**config.mk**
```make
export PLATFORM = sky130hd
export DESIGN_NAME = la_iorxdiff_filter
export DESIGN_NICKNAME = d
export VERILOG_FILES = /design/src/rtl/la_iorxdiff_filter_pkg.sv /design/src/rtl/la_rxdiff_sync.sv /design/src/rtl/la_iorxdiff_filter.sv
export SDC_FILE = /design/constraint.sdc
export NUM_CORES = 1
export LEC_CHECK = 0
export CORE_MARGIN = 2
export CORE_UTILIZATION = 48
export DETAILED_ROUTE_END_ITERATION = 16
export PLACE_DENSITY = 0.74
export SKIP_LAST_GASP = 1
export SYNTH_ARGS = -nofsm -noshare
export SYNTH_HDL_FRONTEND = slang
export SYNTH_SLANG_ARGS = --single-unit
```
**constraint.sdc**
```tcl
create_clock -name clk -period 1.4 [get_ports clk]
set_clock_uncertainty 0.1 [all_clocks]
set_input_delay 0.28 -clock clk [delete_from_list [all_inputs] [get_ports clk]]
set_output_delay 0.28 -clock clk [all_outputs]
set_load 0.05 [all_outputs]
```
**src/rtl/la_iorxdiff_filter_pkg.sv**
```systemverilog
// rtl/la_iorxdiff_filter_pkg.sv - shared state encoding and defaults for the diff receiver filter
package la_iorxdiff_filter_pkg;

    typedef enum logic [1:0] {
        LA_RXF_OFF    = 2'd0,
        LA_RXF_WAKE   = 2'd1,
        LA_RXF_ACTIVE = 2'd2,
        LA_RXF_FAULT  = 2'd3
    } la_rxf_state_e;

    localparam int LA_RXF_SYNCW_DEF   = 2;
    localparam int LA_RXF_WAKECNT_DEF = 4;

    // The receiver pair is only meaningful when its two outputs disagree.
    function automatic logic la_rxf_legal(input logic p, input logic n);
        return p ^ n;
    endfunction

endpackage

```
**src/rtl/la_rxdiff_sync.sv**
```systemverilog
// rtl/la_rxdiff_sync.sv - SYNCW-deep single-bit synchroniser for an asynchronous receiver output
module la_rxdiff_sync #(
    parameter int SYNCW = 2
) (
    input  logic clk,
    input  logic nreset,
    input  logic d,
    output logic q
);

    logic [SYNCW-1:0] ff_q;
    logic [SYNCW-1:0] ff_d;

    always_comb begin
        ff_d = {ff_q[SYNCW-2:0], d};
    end

    always_ff @(posedge clk or negedge nreset) begin
        if (!nreset) begin
            ff_q <= '0;
        end else begin
            ff_q <= ff_d;
        end
    end

    assign q = ff_q[SYNCW-1];

endmodule

```
**src/rtl/la_iorxdiff_filter.sv**
```systemverilog
// rtl/la_iorxdiff_filter.sv - enable sequencing, glitch filter and fault detection for a diff receiver
module la_iorxdiff_filter
    import la_iorxdiff_filter_pkg::*;
#(
    parameter int SYNCW    = LA_RXF_SYNCW_DEF,
    parameter int FILTW    = 4,
    parameter int FAULTW   = 4,
    parameter int FAULTCNT = 8,
    parameter int WAKECNT  = LA_RXF_WAKECNT_DEF
) (
    input  logic             clk,
    input  logic             nreset,
    input  logic             en,
    input  logic [FILTW-1:0] thresh,
    input  logic             fault_clr,
    input  logic             zp,
    input  logic             zn,
    output logic             ie,
    output logic             z,
    output logic             rise,
    output logic             fall,
    output logic             valid,
    output logic             fault
);

    localparam int WAKEW = $clog2(WAKECNT + SYNCW);
    localparam logic [WAKEW-1:0]  WAKE_LAST  = WAKEW'(WAKECNT + SYNCW - 1);
    localparam logic [FAULTW-1:0] FAULT_LAST = FAULTW'(FAULTCNT - 1);

    logic zp_s;
    logic zn_s;

    la_rxdiff_sync #(.SYNCW(SYNCW)) u_sync_p (.clk(clk), .nreset(nreset), .d(zp), .q(zp_s));
    la_rxdiff_sync #(.SYNCW(SYNCW)) u_sync_n (.clk(clk), .nreset(nreset), .d(zn), .q(zn_s));

    la_rxf_state_e     state_q, state_d;
    logic [WAKEW-1:0]  wake_q, wake_d;
    logic [FILTW-1:0]  filt_q, filt_d;
    logic [FAULTW-1:0] inv_q, inv_d;
    logic              z_q, z_d;
    logic              rise_q, rise_d;
    logic              fall_q, fall_d;
    logic              legal;

    always_comb begin
        state_d = state_q;
        wake_d  = wake_q;
        filt_d  = filt_q;
        inv_d   = inv_q;
        z_d     = z_q;
        rise_d  = 1'b0;
        fall_d  = 1'b0;
        legal   = la_rxf_legal(zp_s, zn_s);

        if (!en) begin
            state_d = LA_RXF_OFF;
            wake_d  = '0;
            filt_d  = '0;
            inv_d   = '0;
        end else begin
            case (state_q)
                LA_RXF_OFF: begin
                    state_d = LA_RXF_WAKE;
                    wake_d  = '0;
                    filt_d  = '0;
                    inv_d   = '0;
                end
                LA_RXF_WAKE: begin
                    filt_d = '0;
                    inv_d  = '0;
                    if (wake_q == WAKE_LAST) begin
                        state_d = LA_RXF_ACTIVE;
                        wake_d  = '0;
                    end else begin
                        wake_d = wake_q + 1'b1;
                    end
                end
                LA_RXF_ACTIVE: begin
                    if (!legal) begin
                        filt_d = '0;
                        if (inv_q == FAULT_LAST) begin
                            state_d = LA_RXF_FAULT;
                            inv_d   = '0;
                        end else if (inv_q != '1) begin
                            inv_d = inv_q + 1'b1;
                        end
                    end else begin
                        inv_d = '0;
                        // >= keeps a count above a freshly lowered thresh from running on
                        if (zp_s != z_q) begin
                            if (filt_q >= thresh) begin
                                z_d    = zp_s;
                                rise_d = zp_s;
                                fall_d = ~zp_s;
                                filt_d = '0;
                            end else begin
                                filt_d = filt_q + 1'b1;
                            end
                        end else begin
                            filt_d = '0;
                        end
                    end
                end
                LA_RXF_FAULT: begin
                    filt_d = '0;
                    inv_d  = '0;
                    if (fault_clr) begin
                        state_d = LA_RXF_WAKE;
                        wake_d  = '0;
                    end
                end
                default: state_d = LA_RXF_OFF;
            endcase
        end
    end

    always_ff @(posedge clk or negedge nreset) begin
        if (!nreset) begin
            state_q <= LA_RXF_OFF;
            wake_q  <= '0;
            filt_q  <= '0;
            inv_q   <= '0;
            z_q     <= 1'b0;
            rise_q  <= 1'b0;
            fall_q  <= 1'b0;
        end else begin
            state_q <= state_d;
            wake_q  <= wake_d;
            filt_q  <= filt_d;
            inv_q   <= inv_d;
            z_q     <= z_d;
            rise_q  <= rise_d;
            fall_q  <= fall_d;
        end
    end

    assign ie    = (state_q != LA_RXF_OFF);
    assign valid = (state_q == LA_RXF_ACTIVE);
    assign fault = (state_q == LA_RXF_FAULT);
    assign z     = z_q;
    assign rise  = rise_q;
    assign fall  = fall_q;

endmodule

```
== Word-level counts from Yosys, hierarchy flattened ==
Index checks and enable logic that the tools add are counted.

* Register bits after elaboration: 20
* Output and inout port bits: 6
* Input port bits: 10

* $lt $le $gt $ge: 1
* Bitwise logic cells: 2
* Add/sub/neg operators: 3
* Eq/ne operators: 13
* Reduce and logical (&&, ||, !) cells: 6
* Multiplexer cells: 30

{| class="wikitable"
|+ Operators with widths
! operator !! number
|-
| $mux 4 || 8
|-
| $pmux 4 s2 || 2
|-
| $mux 1 || 10
|-
| $mux 2 || 5
|-
| $mux 3 || 3
|-
| $ne 3x3->1 const B || 3
|-
| $pmux 3 s3 || 1
|-
| $add 4x1->4 const B || 2
|-
| $pmux 2 s4 || 1
|-
| $ne 5x2->1 const B || 1
|-
| $reduce_and 5->1 || 1
|-
| $eq 2x2->1 const B || 2
|-
| $eq 4x3->1 const B || 1
|-
| $ge 4x4->1 || 1
|-
| $ne 4x1->1 const B || 1
|-
| $ne 4x4->1 const B || 1
|-
| $reduce_and 4->1 || 1
|-
| $add 3x1->3 const B || 1
|-
| $eq 3x3->1 const B || 1
|-
| $ne 3x2->1 const B || 1
|-
| $reduce_or 3->1 || 1
|-
| $eq 2x1->1 const B || 1
|-
| $logic_not 2->1 || 1
|-
| $reduce_and 2->1 || 1
|-
| 4 further kinds || 4
|}

== Depth between registers and ports, before layout ==
Gate-level depths: netlist (run 1).

* Depth in word-level cells: 6
* Depth in mapped cells: 6
* Mapped depth without buffers: 6

== Cells and area by module ==
Synthesis (run 1) repeated with hierarchy kept, for this count alone.

* Cells, all modules: 108
* Area total of the unflattened synthesis: 1157.4 µm²

{| class="wikitable"
|+ By module, submodules not included
! module !! area an instance (µm²) !! cells an instance !! seq. area each (µm²) !! instances
|-
| la_iorxdiff_filter || 1057.3 || 104 || 400.4 || 1
|-
| la_rxdiff_sync || 50.0 || 2 || 50.0 || 2
|}

== Worst setup path before layout (run 1) ==
OpenSTA, ideal clock, no wires.

* Path kind: reg-to-reg
* From: register state_q[0]
* To: register z_q, in the netlist z
* Buffers on the path: 0
* Clock period less this slack: 1.853 ns
* Arrival: 1.682 ns
* Stages on the path, launching flop included: 6
* Path slack: -0.453 ns
* Cells stage by stage: dfrtp_1 -> inv_1 -> ha_1 -> nand3_2 -> or4_1 -> nand3_1

* Longest elaborated chain between the ends: 2

{| class="wikitable"
|+ RTL lines
! element !! line !! text
|-
| start: declaration || la_iorxdiff_filter.sv:36 || <nowiki>la_rxf_state_e state_q, state_d;</nowiki>
|-
| start signal: assignment || la_iorxdiff_filter.sv:127 || <nowiki>state_q <= state_d;</nowiki>
|-
| $eq 2x2->1 || - ||
|-
| via valid || la_iorxdiff_filter.sv:22 || <nowiki>output logic valid,</nowiki>
|-
| $reduce_and 5->1 (no source line) || - ||
|-
| end signal: assignment || la_iorxdiff_filter.sv:131 || <nowiki>z_q <= z_d;</nowiki>
|-
| end: declaration || la_iorxdiff_filter.sv:40 || <nowiki>logic z_q, z_d;</nowiki>
|}

The timed path passes the listed nets, and every way through them passes these cells.
A chain may end at the register's enable or synchronous reset.

== Worst setup path after layout (run 1) ==
* From: register state_q[0]
* To: register z_q, in the netlist z

* Longest elaborated chain between the ends: 2

{| class="wikitable"
|+ RTL lines
! element !! line !! text
|-
| $eq 2x2->1 || la_iorxdiff_filter.sv:61 || <nowiki>case (state_q)</nowiki>
|-
| $reduce_and 5->1 (no source line) || - ||
|}

Every way passes these cells.

==> results.toml, run 1 <==
[outcome]
status = "finished with violations"
violations = "setup timing"

[synthesis]
synthMostInstantiatedCell = "sky130_fd_sc_hd__dfrtp_1"
synthTopCellsByArea = "sky130_fd_sc_hd__dfrtp_1, sky130_fd_sc_hd__ha_1, sky130_fd_sc_hd__nand2_1"
syn_area_per_cell_sq_um = 9.751
synth_top_cell_area_share_pct = 44.25
netlist.top_cell.by_area = "sky130_fd_sc_hd__dfrtp_1"
synth.ff_latch_count = 20
ys_dominant_reg_cell = "sky130_fd_sc_hd__dfrtp_1"
syn_area_sq_um = 1131
synthesis.nets = 137
ys_seq_area_share_pct = 44.25
netlist-cell-type-count = 30
post_synth_edffs = 0
synth_top_cells_by_count = "sky130_fd_sc_hd__dfrtp_1, sky130_fd_sc_hd__nand2_1, sky130_fd_sc_hd__ha_1, sky130_fd_sc_hd__nor2_1, sky130_fd_sc_hd__inv_1"
async_s_r_ff_share_synth_pct = 100.0
netlist_instances = 116
synth_warnings = 0

[setup_path]
criticalPathCategory = "flip-flop to flip-flop"
critPathLaunch = "state_q[0]"
critical_path_peak_fanout = 3
r2r_setup_slack_ns = -0.30
crit_path_end_kind = "flip-flop"
crit_arrival_ns = 1.85
timing.reg2reg.worst_path_depth = 6
regToRegStartpoint = "state_q[0]"
critPathRequiredTime_ns = 1.56
worst_r2r_endpoint = "z"
setup.worst_path.start_class = "flip-flop"

[clock_tree]
htreeDepth = 1
cts.clk_slew.worst_paths_ns = 0.13
numCtsBuffers = 3
tritoncts_num_sinks = 20
clk_root_buffer_cell = "sky130_fd_sc_hd__clkbuf_4"
clock_insertion_delay_worst_skew_ns = 0.31
hold_buffers = 0
cts_max_path_buffers = 2
cts_tree = "yes"

[timing]
rsz_0062_raised_after_global_routing = "true"
timing.setup.tns_ns = -3.447
tcrit_tclk_final_pct = 121.1
timing.fmax_ghz = 0.5899
timing.final.setup_violations = 20
final.min_clock_period_ns = 1.695
final_max_slew_viol_count = 0
max_slew.worst_pin.slew_ns = 0.3046
timing_hold_violations_final = 0
worst_slew_margin_rel_pct = 79.60
final_worst_slack_ns = -0.2952

[floorplan]
placementRows = 17
top_level_ports = 16
dieArea_sq_um = 2761
die-height_um = 52.55
horizontal_die_dimension_um = 52.55
initial_core_utilization_pct = 51.13
placeable_core_area_sq_um = 2212

[flow_run]
max_cap_violations = 0

[grt]
grt-ovfl-total = 0
grt_first_pass_wirelength_um = 5871
grt_antenna_before_repair = 0
grt_start_max_net_pins = 21
grt.total_usage_pct = 30.08
grt_pass1_vias = 1201

[detailed_routing]
wl_per_cell_um = 20.59
firstDrtPassIters = 4
viasPerCell = 5.820
drt_iter0_drc = 26
detail_route.wirelength_um = 3995
dr_total_vias = 1129
drc = 0
ant_nets = 0

[hold_path]
hold_path_class = "primary input to asynchronous set/reset pin"

[placed_design]
pre_cts_ws_ns = -0.5133
buffer_ports.inserted = 15
post-dp-hpwl_um = 2059
dp_cell_count = 181
finalWeightedCongestion = 0.7971

[layout]
fillerInstances = 95
layout-drive-gt1-share_pct = 50.00
antenna_cells = 0
syn2layout_area_growth_pct = 74.67
non_filler_instances = 194
final_net_count = 188

[pwr]
max-vdd-ir-drop_uv = 1350
p_leak_nw = 0.8796
power-per-cell-area_nw_per_um2 = 1188
worst max path at each step:
stage | end | slack, ns
after floorplan | z | -0.12
after global placement | z | -0.46
after detailed placement | z | -0.51
after CTS | fault | -0.24
after global routing | z | -0.33
final | z | -0.30
logic make-up after synthesis:
| group | synth area share [%] |
|---|---|
| AND/OR/NAND/NOR | 22.35 |
| AO/OA/AOI/OAI | 9.734 |
| XOR/XNOR | 4.536 |
| multiplexers | 2.655 |
| flip-flops | 44.25 |
| buffers and inverters | 4.314 |
| adder cells (fa/ha/maj) | 12.17 |
flip-flops by register name, indices dropped and copies added (netlist names):
| register | cells |
|---|---|
| wake_q | 3 |
| filt_q | 4 |
| fall | 1 |
| inv_q | 4 |
| rise | 1 |
| u_sync_n.ff_q | 2 |
| z | 1 |
| u_sync_p.ff_q | 2 |
| state_q | 2 |
through the flow:
stage	total power, mW	instance area, sq um	utilization (%)	hold WS [ns]
6_report	2.348	1976	89.31	0.1906
5_1_grt	2.449	1976	89.31	0.2255
4_1_cts	2.241	1898	85.80	0.2008
3_5_place_dp	1.495	1603	72.45	0.2347
3_3_place_gp	1.461	1603	72.45	0.2360
2_1_floorplan	1.139	1196	-	-0.1156
power breakdown:
part | internal [mW] | leakage [nW] | switching, mW
Sequential | 0.628 | 0.260 | 0.0787
Combinational | 0.591 | 0.592 | 0.558
Clock | 0.289 | 0.0279 | 0.202
final cells by class:
type,count,area [sq um],share of cell area (%)
tap,28,35.03,1.773
clock inverter,1,30.03,1.520
inverter,10,40.04,2.027
clock buffer,3,22.52,1.140
timing repair buffer,47,476.7,24.13
sequential,20,504.2,25.52
multi-input combinational,85,867.1,43.89
what timing repair did:
action,in CTS,in global routing
resized for setup,34,12
cloned,0,0
setup endpoints to repair,18,20
pin swaps,21,7
endpoints found under the hold margin,0,0
setup buffers,8,1
worst max-delay path, stage by stage, from the launching register on:
cell	delay [ns]
sky130_fd_sc_hd__dfrtp_2	0.49
sky130_fd_sc_hd__inv_4	0.11
sky130_fd_sc_hd__ha_4	0.15
sky130_fd_sc_hd__buf_6	0.12
sky130_fd_sc_hd__nand3_4	0.09
sky130_fd_sc_hd__or4_4	0.51
sky130_fd_sc_hd__nand3_2	0.08
metal layers:
layer / up-vias / share of wire [%] / track usage (%)
met4: 0 / 3.2 / 15.38
li1: 503 / - / -
met2: 57 / 50 / 53.33
met1: 549 / 41 / 34.80
met3: 20 / 5.1 / 4.286
met5: - / 0 / 0
placed cells by master (no fill, tap or decap), types with 3 or more instances in the layout:
master / netlist / final
sky130_fd_sc_hd__nor2_1: 11 / 11
sky130_fd_sc_hd__mux2i_1: 3 / 3
sky130_fd_sc_hd__a21oi_2: 0 / 4
sky130_fd_sc_hd__dfrtp_2: 0 / 3
sky130_fd_sc_hd__clkbuf_4: 0 / 3
sky130_fd_sc_hd__nand3_1: 5 / 3
sky130_fd_sc_hd__inv_1: 10 / 7
sky130_fd_sc_hd__nand4_1: 3 / 3
sky130_fd_sc_hd__a21oi_1: 8 / 3
sky130_fd_sc_hd__buf_12: 0 / 6
sky130_fd_sc_hd__dfrtp_1: 20 / 17
sky130_fd_sc_hd__buf_6: 1 / 7
sky130_fd_sc_hd__ha_4: 0 / 8
sky130_fd_sc_hd__nand2_1: 14 / 11
sky130_fd_sc_hd__clkdlybuf4s50_1: 0 / 9
sky130_fd_sc_hd__buf_4: 0 / 25
Note: power is estimated with default switching activity, not from simulation.
==> run 2: changes to the inputs <==
--- a/config.mk
+++ b/config.mk
@@ -5,10 +5,12 @@
 export SDC_FILE = /design/constraint.sdc
 export NUM_CORES = 1
 export LEC_CHECK = 0
+export CELL_PAD_IN_SITES_DETAIL_PLACEMENT = 1
+export CELL_PAD_IN_SITES_GLOBAL_PLACEMENT = 1
 export CORE_MARGIN = 2
-export CORE_UTILIZATION = 48
+export CORE_UTILIZATION = 37
 export DETAILED_ROUTE_END_ITERATION = 16
-export PLACE_DENSITY = 0.74
+export PLACE_DENSITY_LB_ADDON = 0.1
 export SKIP_LAST_GASP = 1
 export SYNTH_ARGS = -nofsm -noshare
 export SYNTH_HDL_FRONTEND = slang
==> constraint.sdc (replaced) <==
create_clock -name clk -period 1.42 [get_ports clk]
set_clock_uncertainty 0.1 [all_clocks]
set_input_delay 0.284 -clock clk [delete_from_list [all_inputs] [get_ports clk]]
set_output_delay 0.284 -clock clk [all_outputs]
set_load 0.05 [all_outputs]
==> run 2 against run 1 <==
Power is 11% lower; final area decreased by 2.8%; critical path depth decreased by 3; sequential share of layout area up 0.73 points; first-iteration DRC count grew 42%; worst setup slack improved by 0.085 ns; final cell count is 2.6% higher; highest routed layer unchanged; the flow still finishes with violations (setup timing); clock-buffer cell count is 1 higher; combinational power fell by 6%; sequential power hardly changed; flip-flop and latch count stayed put.
==> results.toml, run 2 (synthesis results as in run 1) <==
[setup_path]
crit_slowest_cell = "sky130_fd_sc_hd__dfrtp_2"
critical-path-max-stage-delay_ns = 0.50
crit_arrival_ns = 1.25
r2r_setup_slack_ns = -0.18
worst_r2r_endpoint = "inv_q[0]"
crit_path_end_kind = "output port"
cpLargestDelayFamily = "flip-flops"
setup.worst_path.start_class = "flip-flop"
critPathRequiredTime_ns = 1.04
critical_path_peak_fanout = 5
criticalPathCategory = "flip-flop to output port"
regToRegStartpoint = "state_q[1]"
timing.critical_path.buf_inv = 2
cells_along_the_critical_path = "ha_4 -> buf_6 -> buf_12"
timing.reg2reg.worst_path_depth = 6

[floorplan]
placementRows = 20
initial_core_utilization_pct = 37.98
horizontal_die_dimension_um = 59.29
placeable_core_area_sq_um = 2978
top_level_ports = 16
die-height_um = 59.29
dieArea_sq_um = 3515

[layout]
layout.cells.most_common_list = "sky130_fd_sc_hd__buf_4, sky130_fd_sc_hd__dfrtp_1, sky130_fd_sc_hd__nand2_1, sky130_fd_sc_hd__nor2_1"
syn2layout_area_growth_pct = 69.80
fillerInstances = 313
layout-drive-gt1-share_pct = 48.80
final_common_cell = "sky130_fd_sc_hd__buf_4"
fin_util_pct = 64.50
final_design_area_no_fill_sq_um = 1921
biggestRegsByFlops = "filt_q x4, inv_q x4, wake_q x3"
non_filler_instances = 199
antenna_cells = 0
final_net_count = 188

[timing]
worst_slew_margin_rel_pct = 77.17
tcrit_tclk_final_pct = 114.8
timing.setup.tns_ns = -2.231
final_max_slew_viol_count = 0
timing.fmax_ghz = 0.6136
final.min_clock_period_ns = 1.630
timing.final.setup_violations = 18
final_worst_slack_ns = -0.2097
timing_hold_violations_final = 0
rsz_0062_raised_after_global_routing = "true"
max_slew.worst_pin.slew_ns = 0.3409

[placed_design]
detailed_place.area_sq_um = 1587
post-dp-hpwl_um = 2145
dp_cell_count = 183
buffer_ports.inserted = 15
finalWeightedCongestion = 0.7482
pre_cts_ws_ns = -0.5353

[clock_tree]
cts_max_path_buffers = 2
clock_insertion_delay_worst_skew_ns = 0.32
cts_tree = "yes"
tritoncts_num_sinks = 20
clk_root_buffer_cell = "sky130_fd_sc_hd__clkbuf_4"
numCtsBuffers = 3
htreeDepth = 1
cts.clk_slew.worst_paths_ns = 0.12

[detailed_routing]
ant_nets = 0
firstDrtPassIters = 2
dr_total_vias = 1055
wl_per_cell_um = 15.78
drt_iter0_drc = 37
viasPerCell = 5.302
drc = 0
detail_route.wirelength_um = 3141

[pwr]
max-vdd-ir-drop_uv = 875.1
p_leak_nw = 0.8523
power-per-cell-area_nw_per_um2 = 1083

[grt]
grt-ovfl-total = 0
grt_antenna_before_repair = 0
grt_first_pass_wirelength_um = 4864
grt_start_max_net_pins = 21
grt.total_usage_pct = 18.49
grt_pass1_vias = 1073

[outcome]
violations = "setup timing"
status = "finished with violations"

[flow_run]
max_cap_violations = 0

[hold_path]
hold_path_class = "primary input to asynchronous set/reset pin"
run 2: where the power goes:
part | switching [mW] | leakage, nW | total [mW] | internal (mW)
clock network | 0.184 | 0.0150 | 0.294 | 0.110
registers | 0.0885 | 0.259 | 0.709 | 0.621
logic | 0.511 | 0.578 | 1.08 | 0.567
total | 0.783 | 0.852 | 2.08 | 1.30
run 2: what timing repair did:
action,CTS,global route
hold buffers,0,0
buffers inserted,7,5
gates resized for setup,26,18
setup endpoints to repair,18,20
pin swaps,7,8
run 2: per-layer routing:
layer | part of all wire, % | vias to the layer above | GRT usage [%]
li1 | - | 501 | -
met1 | 41 | 533 | 22.25
met2 | 55 | 17 | 33.12
met3 | 2.6 | 4 | 3.930
met4 | 1.4 | 0 | 4.870
met5 | 0 | - | 0
run 2: worst max-delay path by stage:
stage / from / slack, ns / endpoint / cells past startpoint
floorplan: filt_q[0] / -0.10 / z / 6
global placement: thresh[3] / -0.49 / filt_q[2] / 7
detailed placement: thresh[3] / -0.54 / filt_q[2] / 7
CTS: state_q[1] / -0.19 / ie / 4
global route: state_q[1] / -0.26 / valid / 3
finish: state_q[1] / -0.21 / fault / 3
run 2: through the flow:
| stage | power (mW) | hold WS [ns] |
|---|---|---|
| 3_5_place_dp | 1.451 | 0.2386 |
| 6_report | 2.081 | 0.1941 |
| 4_1_cts | 1.948 | 0.2089 |
| 2_1_floorplan | 1.123 | -0.1116 |
| 3_3_place_gp | 1.421 | 0.2392 |
| 5_1_grt | 2.218 | 0.1931 |
run 2: layout make-up:
cell class,count,area [sq um],share of cell area [%]
clock buffer,4,26.28,1.368
inverter,10,45.04,2.345
multi-input combinational,85,839.6,43.71
sequential,20,504.2,26.25
tap,33,41.29,2.150
timing repair buffer,47,464.2,24.17
==> run 3: changes to the inputs <==
--- a/config.mk
+++ b/config.mk
@@ -8,9 +8,11 @@
 export CELL_PAD_IN_SITES_DETAIL_PLACEMENT = 1
 export CELL_PAD_IN_SITES_GLOBAL_PLACEMENT = 1
 export CORE_MARGIN = 2
-export CORE_UTILIZATION = 37
+export CORE_UTILIZATION = 42
 export DETAILED_ROUTE_END_ITERATION = 16
+export DONT_BUFFER_PORTS = 1
 export PLACE_DENSITY_LB_ADDON = 0.1
+export SKIP_CTS_REPAIR_TIMING = 1
 export SKIP_LAST_GASP = 1
 export SYNTH_ARGS = -nofsm -noshare
 export SYNTH_HDL_FRONTEND = slang
==> run 3 against run 2 <==
The run ends with hold timing, setup timing left; sequential power down 3%; hold slack worse by 0.21 ns; combinational power up 6%; register-to-register slack worse by 0.09 ns; critical endpoint is now ie; final cell count down 7.5%; highest routed layer unchanged; clock-buffer cell count down 1; critical path depth up 2; wire length up 30%; utilization up 6.2 points; first-iteration DRC count up 2.7%.
==> results.toml, run 3 (synthesis results as in run 1) <==
[detailed_routing]
detail_route.wirelength_um = 4069
ant_nets = 0
firstDrtPassIters = 4
dr_total_vias = 1065
viasPerCell = 5.788
drc = 0
drt_iter0_drc = 38
wl_per_cell_um = 22.11

[clock_tree]
tritoncts_num_sinks = 20
cts_tree = "yes"
htreeDepth = 1
numCtsBuffers = 3
clk_root_buffer_cell = "sky130_fd_sc_hd__clkbuf_4"
cts.clk_slew.worst_paths_ns = 0.14
cts_max_path_buffers = 2
clock_insertion_delay_worst_skew_ns = 0.31

[hold_path]
hold_path_class = "primary input to flip-flop"
hold_path.startpoint = "en"
hold-path-endpoint = "state_q[1]"
hold-path-cell-count = 2

[placed_design]
finalWeightedCongestion = 0.8781
buffer_ports.inserted = 0
dp_cell_count = 164
pre_cts_ws_ns = -0.1820
post-dp-hpwl_um = 2082

[grt]
grt_use_met1_pct = 23.52
grt.total_usage_pct = 19.08
grt_antenna_before_repair = 0
met3_usage_pct = 3.023
grt_pass1_vias = 1031
grt_start_max_net_pins = 21
top_usage_layer = "met2"
grt_first_pass_wirelength_um = 4712
grt_use_met2_pct = 33.84
grt-ovfl-total = 0

[setup_path]
timing.reg2reg.worst_path_depth = 7
r2r_setup_slack_ns = -0.27
criticalPathCategory = "flip-flop to output port"
worst_r2r_endpoint = "inv_q[0]"
setup.worst_path.start_class = "flip-flop"
critPathRequiredTime_ns = 1.04
crit_path_end_kind = "output port"
critical_path_peak_fanout = 4
regToRegStartpoint = "state_q[0]"
crit_arrival_ns = 1.32

[pwr]
total_power_of_the_final_layout_mw = 2.319
max-vdd-ir-drop_uv = 1418
power-per-cell-area_nw_per_um2 = 1300
pwr-share-clk_pct = 21.3
combPwrFrac_pct = 49.0
p_int_mw = 1.472
p_seq_share_pct = 29.7
p_leak_nw = 0.8014
net-switching-power_uw = 847.3
switching_share_pct = 36.53

[outcome]
status = "finished with violations"
violations = "hold timing, setup timing"

[timing]
hold-worst-slack_ns = -0.01202
tcrit_tclk_final_pct = 120.1
timing.fmax_ghz = 0.5864
max_slew.worst_pin.slew_ns = 0.4465
rsz_0062_raised_after_global_routing = "true"
timing.final.setup_violations = 20
final.min_clock_period_ns = 1.705
worst_slew_margin_rel_pct = 70.25
timing.setup.tns_ns = -3.345
timing_hold_violations_final = 1
final_max_slew_viol_count = 0
final_worst_slack_ns = -0.2853

[layout]
final_common_cell = "sky130_fd_sc_hd__buf_4"
layout.cells.most_common_list = "sky130_fd_sc_hd__buf_4, sky130_fd_sc_hd__dfrtp_1, sky130_fd_sc_hd__nand2_1, sky130_fd_sc_hd__nor2_1, sky130_fd_sc_hd__inv_1"
non_filler_instances = 184
syn2layout_area_growth_pct = 57.74
layout-drive-gt1-share_pct = 49.35
biggestRegsByFlops = "filt_q x4, inv_q x4, wake_q x3"
antenna_cells = 0
final_net_count = 176

[floorplan]
placementRows = 18
dieArea_sq_um = 3124
horizontal_die_dimension_um = 55.90
placeable_core_area_sq_um = 2522
initial_core_utilization_pct = 44.84
die-height_um = 55.90
top_level_ports = 16

[flow_run]
max_cap_violations = 0
==> run 3: worst max-delay path by stage <==
stage | from | to | slack (ns) | depth (start not counted)
final | state_q[0] | ie | -0.29 | 5
after floorplan | filt_q[0] | z | -0.10 | 6
after CTS | state_q[1] | ie | -0.44 | 5
after global placement | filt_q[0] | z | -0.08 | 6
after global routing | state_q[0] | ie | -0.33 | 5
after detailed placement | state_q[1] | wake_q[2] | -0.18 | 5
==> run 3: power groups by stage <==
stage	sequential, mW	clock [mW]	combinational (mW)
6_report	0.689	0.494	1.14
5_1_grt	0.696	0.517	1.21
4_1_cts	0.680	0.492	0.692
3_5_place_dp	0.692	0	0.686
3_3_place_gp	0.687	0	0.656
2_1_floorplan	0.682	0	0.441
==> run 3: cell type report <==
cell class | count | area [sq um]
multi-input combinational | 85 | 818.3
fill | 250 | 738.2
sequential | 20 | 503.0
timing repair buffer | 35 | 332.8
inverter | 10 | 40.04
tap | 30 | 37.54
clock inverter | 1 | 30.03
clock buffer | 3 | 22.52
==> run 3: worst max-delay path, cell delays in order, from the launching register on <==
cell	delay, ns
sky130_fd_sc_hd__dfrtp_1	0.47
sky130_fd_sc_hd__inv_2	0.08
sky130_fd_sc_hd__ha_4	0.17
sky130_fd_sc_hd__buf_6	0.11
sky130_fd_sc_hd__inv_4	0.05
sky130_fd_sc_hd__buf_12	0.12
==> run 3: routing by layer <==
metal	vias up	share of wire (%)
li1	475	-
met2	31	55
met1	549	39
met3	10	3.0
met4	0	2.8
met5	-	0
==> run 3: stage by stage <==
| stage | utilization (%) | cell area (sq um) |
|---|---|---|
| after floorplan | - | 1196 |
| after global placement | 54.61 | 1378 |
| after detailed placement | 54.61 | 1378 |
| after CTS | 56.70 | 1430 |
| after global routing | 70.73 | 1784 |
| final | 70.73 | 1784 |
